==> src/rtl/nlc_ch_scheduler.sv <==
// nlc_ch_scheduler
//   Channel scheduler and configuration sequencer for the NLC.
//   - CONFIG: streams one coefficient-bank write per cfg_srdyi_port pulse,
//     channel 0..NUM_CH-1, then raises cfg_done_o.
//   - RUN: round-robin arbitration of per-channel sample requests onto the
//     shared datapath; each issued channel is pushed as a tag into an
//     in-order FIFO, and returning results are steered to that channel's
//     x_lin write strobe.
//   - DRAIN: entered when the mode leaves RUN with samples in flight; no new
//     grants, returns are still serviced until the FIFO is empty.
//
// Ports
//   clk_port, reset_port       clock / synchronous active-high reset
//   operation_mode_i_port      00 CONFIG, 01 RUN, 1x IDLE
//   cfg_srdyi_port             next coefficient set valid
//   cfg_wr_en_o/cfg_wr_addr_o  coefficient-bank write strobe / channel
//   cfg_done_o                 all channels configured
//   ch_req_i / ch_gnt_o        per-channel request level / one-hot grant pulse
//   core_srdyi_o / core_ch_o   issue strobe / issued channel to the datapath
//   core_srdyo_i               in-order datapath result valid
//   out_wr_o                   one-hot x_lin output-register write strobe
//   busy_o                     samples in flight
//   err_o                      sticky: return with nothing in flight (or watchdog)
//
// Build option
//   NLC_SCHED_WDT_EN : adds a stall watchdog (parameter WDT_LIMIT). When the
//   FIFO stays non-empty without a return for WDT_LIMIT cycles, err_o is set
//   and the FIFO is flushed.

module nlc_ch_lane (
   input  logic clk_int,
   input  logic rst,
   input  logic gnt_set,
   input  logic wr_set,
   output logic gnt,
   output logic wr
);
   // per-channel registered grant / output-write pulses
   always_ff @(posedge clk_int) begin
      if (rst) begin
         gnt <= 1'b0;
         wr  <= 1'b0;
      end else begin
         gnt <= gnt_set;
         wr  <= wr_set;
      end
   end
endmodule

module nlc_ch_scheduler #(
   parameter int NUM_CH    = 16,
   parameter int TAG_DEPTH = 8
`ifdef NLC_SCHED_WDT_EN
   , parameter int WDT_LIMIT = 64
`endif
) (
   input  logic                      clk_port,
   input  logic                      reset_port,
   input  logic [1:0]                operation_mode_i_port,
   input  logic                      cfg_srdyi_port,
   output logic                      cfg_wr_en_o,
   output logic [$clog2(NUM_CH)-1:0] cfg_wr_addr_o,
   output logic                      cfg_done_o,
   input  logic [NUM_CH-1:0]         ch_req_i,
   output logic [NUM_CH-1:0]         ch_gnt_o,
   output logic                      core_srdyi_o,
   output logic [$clog2(NUM_CH)-1:0] core_ch_o,
   input  logic                      core_srdyo_i,
   output logic [NUM_CH-1:0]         out_wr_o,
   output logic                      busy_o,
   output logic                      err_o
);
   localparam int CW = $clog2(NUM_CH);
   localparam int TW = $clog2(TAG_DEPTH);

   typedef enum logic [1:0] {S_IDLE, S_CONFIG, S_RUN, S_DRAIN} state_t;

   logic clk_int, rst;
   assign clk_int = clk_port;
   assign rst     = reset_port;

   state_t          state;
   logic [CW:0]     cfg_cnt;        // extra MSB marks "all channels written"
   logic [CW-1:0]   tag_mem [TAG_DEPTH];
   logic [TW-1:0]   wr_ptr, rd_ptr;
   logic [TW:0]     count, count_nxt;
   logic [CW-1:0]   rr_ptr, sel_ch, idx, head;
   logic            sel_found, full, empty, issue, pop, ret_err, flush;
   logic            mode_cfg, mode_run;
   logic [NUM_CH-1:0] eff_req, gnt_set, wr_set;

   assign mode_cfg = (operation_mode_i_port == 2'b00);
   assign mode_run = (operation_mode_i_port == 2'b01);

   // ---------------------------------------------------------------- FSM
   always_ff @(posedge clk_int) begin
      if (rst) begin
         state         <= S_IDLE;
         cfg_cnt       <= '0;
         cfg_done_o    <= 1'b0;
         cfg_wr_en_o   <= 1'b0;
         cfg_wr_addr_o <= '0;
      end else begin
         cfg_wr_en_o <= 1'b0;
         case (state)
            S_IDLE: begin
               if (mode_cfg) begin
                  state      <= S_CONFIG;
                  cfg_cnt    <= '0;
                  cfg_done_o <= 1'b0;
               end else if (mode_run && cfg_done_o) begin
                  state <= S_RUN;
               end
            end
            S_CONFIG: begin
               if (mode_run && cfg_done_o) begin
                  state <= S_RUN;
               end else if (operation_mode_i_port[1]) begin
                  state <= S_IDLE;
               end else if (cfg_srdyi_port && !cfg_cnt[CW]) begin
                  cfg_wr_en_o   <= 1'b1;
                  cfg_wr_addr_o <= cfg_cnt[CW-1:0];
                  cfg_cnt       <= cfg_cnt + (CW+1)'(1);
               end
               // done follows the cycle of the last bank write
               if (cfg_cnt[CW]) cfg_done_o <= 1'b1;
            end
            S_RUN: begin
               if (!mode_run) begin
                  if (!empty) begin
                     state <= S_DRAIN;
                  end else if (mode_cfg) begin
                     state      <= S_CONFIG;
                     cfg_cnt    <= '0;
                     cfg_done_o <= 1'b0;
                  end else begin
                     state <= S_IDLE;
                  end
               end
            end
            S_DRAIN: begin
               if (empty) begin
                  if (mode_cfg) begin
                     state      <= S_CONFIG;
                     cfg_cnt    <= '0;
                     cfg_done_o <= 1'b0;
                  end else begin
                     state <= S_IDLE;
                  end
               end
            end
            default: state <= S_IDLE;
         endcase
      end
   end

   // ---------------------------------------------------------- arbitration
   // A channel being granted this cycle still shows its request; mask it so
   // the same request is not granted twice.
   assign eff_req = ch_req_i & ~ch_gnt_o;

   // first requester at or after rr_ptr; index arithmetic wraps mod NUM_CH
   always_comb begin
      sel_found = 1'b0;
      sel_ch    = '0;
      idx       = '0;
      for (int i = 0; i < NUM_CH; i++) begin
         idx = rr_ptr + CW'(i);
         if (!sel_found && eff_req[idx]) begin
            sel_found = 1'b1;
            sel_ch    = idx;
         end
      end
   end

   // full is derived from the registered count, so a pop on a full FIFO
   // cannot admit a push in the same cycle
   assign full    = (count == (TW+1)'(TAG_DEPTH));
   assign empty   = (count == '0);
   assign issue   = (state == S_RUN) && mode_run && sel_found && !full && !flush;
   assign pop     = core_srdyo_i && !empty;
   assign ret_err = core_srdyo_i && empty;
   assign head    = tag_mem[rd_ptr];

   assign count_nxt = count + (TW+1)'(issue) - (TW+1)'(pop);

   // ------------------------------------------------------------- tag FIFO
   always_ff @(posedge clk_int) begin
      if (issue) tag_mem[wr_ptr] <= sel_ch;
   end

   always_ff @(posedge clk_int) begin
      if (rst) begin
         wr_ptr       <= '0;
         rd_ptr       <= '0;
         count        <= '0;
         busy_o       <= 1'b0;
         rr_ptr       <= '0;
         core_srdyi_o <= 1'b0;
         core_ch_o    <= '0;
         err_o        <= 1'b0;
      end else begin
         core_srdyi_o <= issue;
         core_ch_o    <= issue ? sel_ch : '0;
         if (issue) begin
            wr_ptr <= wr_ptr + TW'(1);
            rr_ptr <= sel_ch + CW'(1);
         end
         if (ret_err || flush) err_o <= 1'b1;
         if (flush) begin
            wr_ptr <= '0;
            rd_ptr <= '0;
            count  <= '0;
            busy_o <= 1'b0;
         end else begin
            if (pop) rd_ptr <= rd_ptr + TW'(1);
            count  <= count_nxt;
            busy_o <= (count_nxt != '0);
         end
      end
   end

   // ------------------------------------------------------------- watchdog
`ifdef NLC_SCHED_WDT_EN
   localparam int WW = $clog2(WDT_LIMIT + 1);
   logic [WW-1:0] wdt_cnt;
   logic          wdt_inc;

   assign wdt_inc = !empty && !core_srdyo_i;
   assign flush   = wdt_inc && (wdt_cnt == WW'(WDT_LIMIT - 1));

   always_ff @(posedge clk_int) begin
      if (rst || flush || !wdt_inc) wdt_cnt <= '0;
      else                          wdt_cnt <= wdt_cnt + WW'(1);
   end
`else
   assign flush = 1'b0;
`endif

   // ---------------------------------------------------------- lane strobes
   for (genvar k = 0; k < NUM_CH; k++) begin : g_lane
      assign gnt_set[k] = issue && (sel_ch == CW'(k));
      assign wr_set[k]  = pop && !flush && (head == CW'(k));
      nlc_ch_lane u_lane (
         .clk_int (clk_int),
         .rst     (rst),
         .gnt_set (gnt_set[k]),
         .wr_set  (wr_set[k]),
         .gnt     (ch_gnt_o[k]),
         .wr      (out_wr_o[k])
      );
   end

endmodule

==> config.mk <==
export PLATFORM = sky130hd
export DESIGN_NAME = nlc_ch_scheduler
export DESIGN_NICKNAME = d
export VERILOG_FILES = /design/src/rtl/nlc_ch_scheduler.sv
export SDC_FILE = /design/constraint.sdc
export NUM_CORES = 1
export LEC_CHECK = 0
export CAP_MARGIN = 20
export CORE_ASPECT_RATIO = 0.75
export CORE_MARGIN = 4
export CORE_UTILIZATION = 45
export DETAILED_ROUTE_END_ITERATION = 10
export PLACE_DENSITY = 0.71
export SYNTH_ARGS = -nofsm -noshare
export SYNTH_HDL_FRONTEND = slang
export SYNTH_SLANG_ARGS = --single-unit
==> constraint.sdc <==
create_clock -name clk_port -period 12.85 [get_ports clk_port]
set_input_delay 2.57 -clock clk_port [delete_from_list [all_inputs] [get_ports clk_port]]
set_output_delay 2.57 -clock clk_port [all_outputs]
set_load 0.01 [all_outputs]
==> impl_metrics.env <==
export IMPL_min_period_ps=7653
export IMPL_dieArea_sq_um=17000
export IMPL_first_global_vias=5263
export IMPL_start_util_pct=46.27
export IMPL_p_clk_share_pct=28.4
export IMPL_clock_sinks=101
export IMPL_synth_top_area_share_pct=20.52
export IMPL_cts_buffers=9
export IMPL_synth_area_mux_share_pct=14.87
export IMPL_syn2layout_area_growth_pct=12.49
export IMPL_critPathCaptureType="flop"
export IMPL_seq_power_share_pct=41.4
export IMPL_yosys_area_share_simple_pct=24.55
export IMPL_drcViolationCount=0
export IMPL_max_stage_delay_ps=530
export IMPL_die_width_um=149.2
export IMPL_required_ps=13060
export IMPL_ys_async_sr_fraction_pct=0
export IMPL_path_clk_slew_ps=60
export IMPL_routed_wl_um=18480
export IMPL_synthDistinctLibCells=71
export IMPL_synth_compound_area_share_pct=11.88
export IMPL_cp_slowest_cell="or4_1"
export IMPL_syn_num_nets=753
export IMPL_grt_max_degree=50
export IMPL_yosysTopAreaCell="dfxtp_1"
export IMPL_clock_latency_ps=340
export IMPL_holdWs_ps=466.1
export IMPL_portBuffers=66
export IMPL_antenna_found_initial=0
export IMPL_maxCapViolCount=0
export IMPL_gp_congestion=0.9879
export IMPL_core_area_sq_um=14550
export IMPL_io_pin_count=67
export IMPL_dr_pass1_iters=5
export IMPL_synth_fa_ha_area_share_pct=4.015
export IMPL_setup_violations=0
export IMPL_rows=38
export IMPL_seq_area_frac_synth_pct=34.80
export IMPL_power_switching_w=0.0002948
export IMPL_crit_path_start_kind="primary input"
export IMPL_ant_nets=0
export IMPL_ys_flop_type="dfxtp_1"
export IMPL_diodes=0
export IMPL_post_cts_buffers=0
export IMPL_min_period_over_period_pct=59.55
export IMPL_r2r_slack_ps=6340
export IMPL_syn_area_sq_um=6731
export IMPL_rsz0062_at_grt="false"
export IMPL_die_h_um=113.9
export IMPL_crit_fanout=12
export IMPL_hold_viol=0
export IMPL_synth_top_family_by_area="simple AND/OR/NAND/NOR gates"
export IMPL_drive_gt1_share_pct=11.73
export IMPL_max_slew_margin_pct=24.04
export IMPL_via_count=5674
export IMPL_cts_tree="built"
export IMPL_track_usage_pct=21.43
export IMPL_synth_edf_count=32
export IMPL_drtIter0Drc=526
export IMPL_synth_xor_area_share_pct=2.472
export IMPL_ys_warn_count=0
export IMPL_h_tree_depth=3
export IMPL_nNetsFinal=771
export IMPL_setup_tns_final_ps=0
export IMPL_p_per_area_nw_per_um2=118.0
export IMPL_viasPerCell=6.081
export IMPL_hold_class="flop to flop"
export IMPL_maxSlewViolCount=0
export IMPL_grt_pass1_wl_um=28580
export IMPL_fin_skew_ps=6.423
export IMPL_cts_root_buf="clkbuf_16"
export IMPL_wl_per_cell_um=19.80
export IMPL_tightest_slew_ps=1131
export IMPL_sw_frac_of_total_pct=33.00
export IMPL_clock_path_buffers=2
export IMPL_synthTopCellsByArea="dfxtp_1 (21%), edfxtp_1 (14%), mux4_2 (9.0%), ha_1 (3.7%), nor2_1 (3.7%)"
export IMPL_holdBufCountCts=0
export IMPL_cp_arrival_ps=7870
export IMPL_path_class="primary input to flop"
export IMPL_internal_power_w=0.0005986
export IMPL_leakagePower_nw=2.682
export IMPL_dp_hpwl_um=14020
export IMPL_ys_ff_latch=101
export IMPL_synthCells=710
export IMPL_finalPower_w=0.0008934
export IMPL_cp_cell_sequence="clkdlybuf4s50_1 -> nor2b_1 -> mux4_2 -> mux2_2 -> mux2i_1 -> nand4_1 -> nor2_1 -> nand4_1 -> o2111a_1 -> inv_2 -> ha_1 -> inv_1 -> ha_1 -> inv_1 -> fa_1 -> xor2_1 -> nor2_1 -> or4_1"
export IMPL_power_frac_comb_pct=30.1
export IMPL_overflow=0
export IMPL_max_freq_ghz=0.1307
export IMPL_status="completed"
export IMPL_vdd_drop_max_mv=0.08503
export IMPL_cts_resized=0
export IMPL_avgSynthCellArea_sq_um=9.481
==> layer usage <==
metal  global-route usage (%)  vias up  share of wire (%)
li1                         -     2634                  -
met4                    3.902        0                1.4
met3                    5.600       17                9.4
met2                    31.27      274                 42
met5                        0        -                  0
met1                    32.32     2749                 47
==> critical path: cells and delay by family <==
kind	cells	cell delay [ps]
AOI/OAI and AO/OA	1	420
and+or+nand+nor	6	1930
muxes	3	1150
adders and majority gates	3	800
xor gates and xnor gates	1	170
buffers and inverters	4	820
==> path summary, 6_finish.rpt <==
kind	depth (start not counted)	startpoint	end
min	2	cfg_wr_addr_o[2]	cfg_wr_addr_o[2]
max reg2reg	20	rr_ptr[1]	busy_o
min reg2reg	2	cfg_wr_addr_o[2]	cfg_wr_addr_o[2]
max	18	ch_req_i[11]	busy_o
==> per-stage QoR <==
step	instances	cell area (sq um)	utilization, %	worst slack [ps]
after floorplan	710	6731	-	6027
after CTS	933	7572	52.05	5285
after global placement	917	7293	50.13	5192
after global routing	933	7572	52.05	4906
after detailed placement	917	7293	50.13	4948
final	933	7572	52.05	5197
==> flip-flops by register name (all words and copies together), names as in the netlist, 2 cells and up, named ones only <==
register and flops:
tag_mem 32, g_lane.u_lane.gnt 16, g_lane.u_lane.wr 16, cfg_cnt 5, cfg_wr_addr_o 4, core_ch_o 4
count 4, rr_ptr 4, rd_ptr 3, wr_ptr 3, state 2
==> power by group through the flow <==
stage               Clock [W]  Combinational, W  Sequential [W]
global placement            0          0.000256        0.000377
finish               0.000254          0.000269        0.000370
CTS                  0.000256          0.000266        0.000371
floorplan                   0          0.000201        0.000365
detailed placement          0          0.000263        0.000378
global route         0.000272          0.000293        0.000374
==> cell usage in the layout (no fill, tap or decap), types with 5 or more instances in the layout <==
cell             netlist  routed
clkbuf_16              0       9
mux2_2                15      15
mux2i_1               17      17
nor3_1                15      15
nand2b_1              19      19
xnor2_1                9       9
buf_4                 32       7
and3b_1                6       6
a31oi_1                8       8
nor2b_1               28      28
nand3b_1               5       5
a21oi_1               31      31
dfxtp_1               69      69
nor3b_1               16      16
mux4_2                27      27
ha_1                  20      20
clkdlybuf4s50_1        0      66
xor2_1                10      10
a2111oi_0              7       7
nor2_1                66      66
o211ai_1              10      10
inv_1                 23      23
edfxtp_1              32      32
o21ai_0               19      19
or2_2                  5       5
nand3_1                8       8
nor4_1                28      28
nor4bb_1               6       6
or4_1                  6       6
nand2_1               63      63
==> cells in the mapped netlist (5+ instances only) <==
master     instances
or4_1              6
mux2_2            15
inv_1             23
xor2_1            10
clkbuf_1          20
a2111oi_0          7
nand3b_1           5
dfxtp_1           69
mux2i_1           17
nor4bb_1           6
nor3b_1           16
ha_1              20
a31oi_1            8
buf_4             32
nor4_1            28
mux4_2            27
o21ai_0           19
nor2_1            66
o211ai_1          10
or2_2              5
nand2_1           63
nand3_1            8
edfxtp_1          32
buf_2              9
a21oi_1           31
and3b_1            6
nor2b_1           28
nor3_1            15
nand2b_1          19
xnor2_1            9
==> logic make-up (layout without fill, tap and decap cells) <==
logic type,after synthesis,count (layout)
adder cells (fa/ha/maj),21,21
multiplexers,62,62
flip-flops,101,101
AO/OA/AOI/OAI,117,117
XOR/XNOR,19,19
AND/OR/NAND/NOR,298,298
buffers and inverters,92,115
==> final cells by class <==
cell class / count / area, sq um
Fill cell: 1314 / 6977
Timing Repair Buffer: 73 / 713.2
Clock buffer: 9 / 225.2
Clock inverter: 7 / 53.80
Tap cell: 200 / 250.2
Inverter: 26 / 97.59
Sequential cell: 101 / 2342
Multi-Input combinational cell: 517 / 3890
Note: power is estimated with default switching activity, not from simulation.
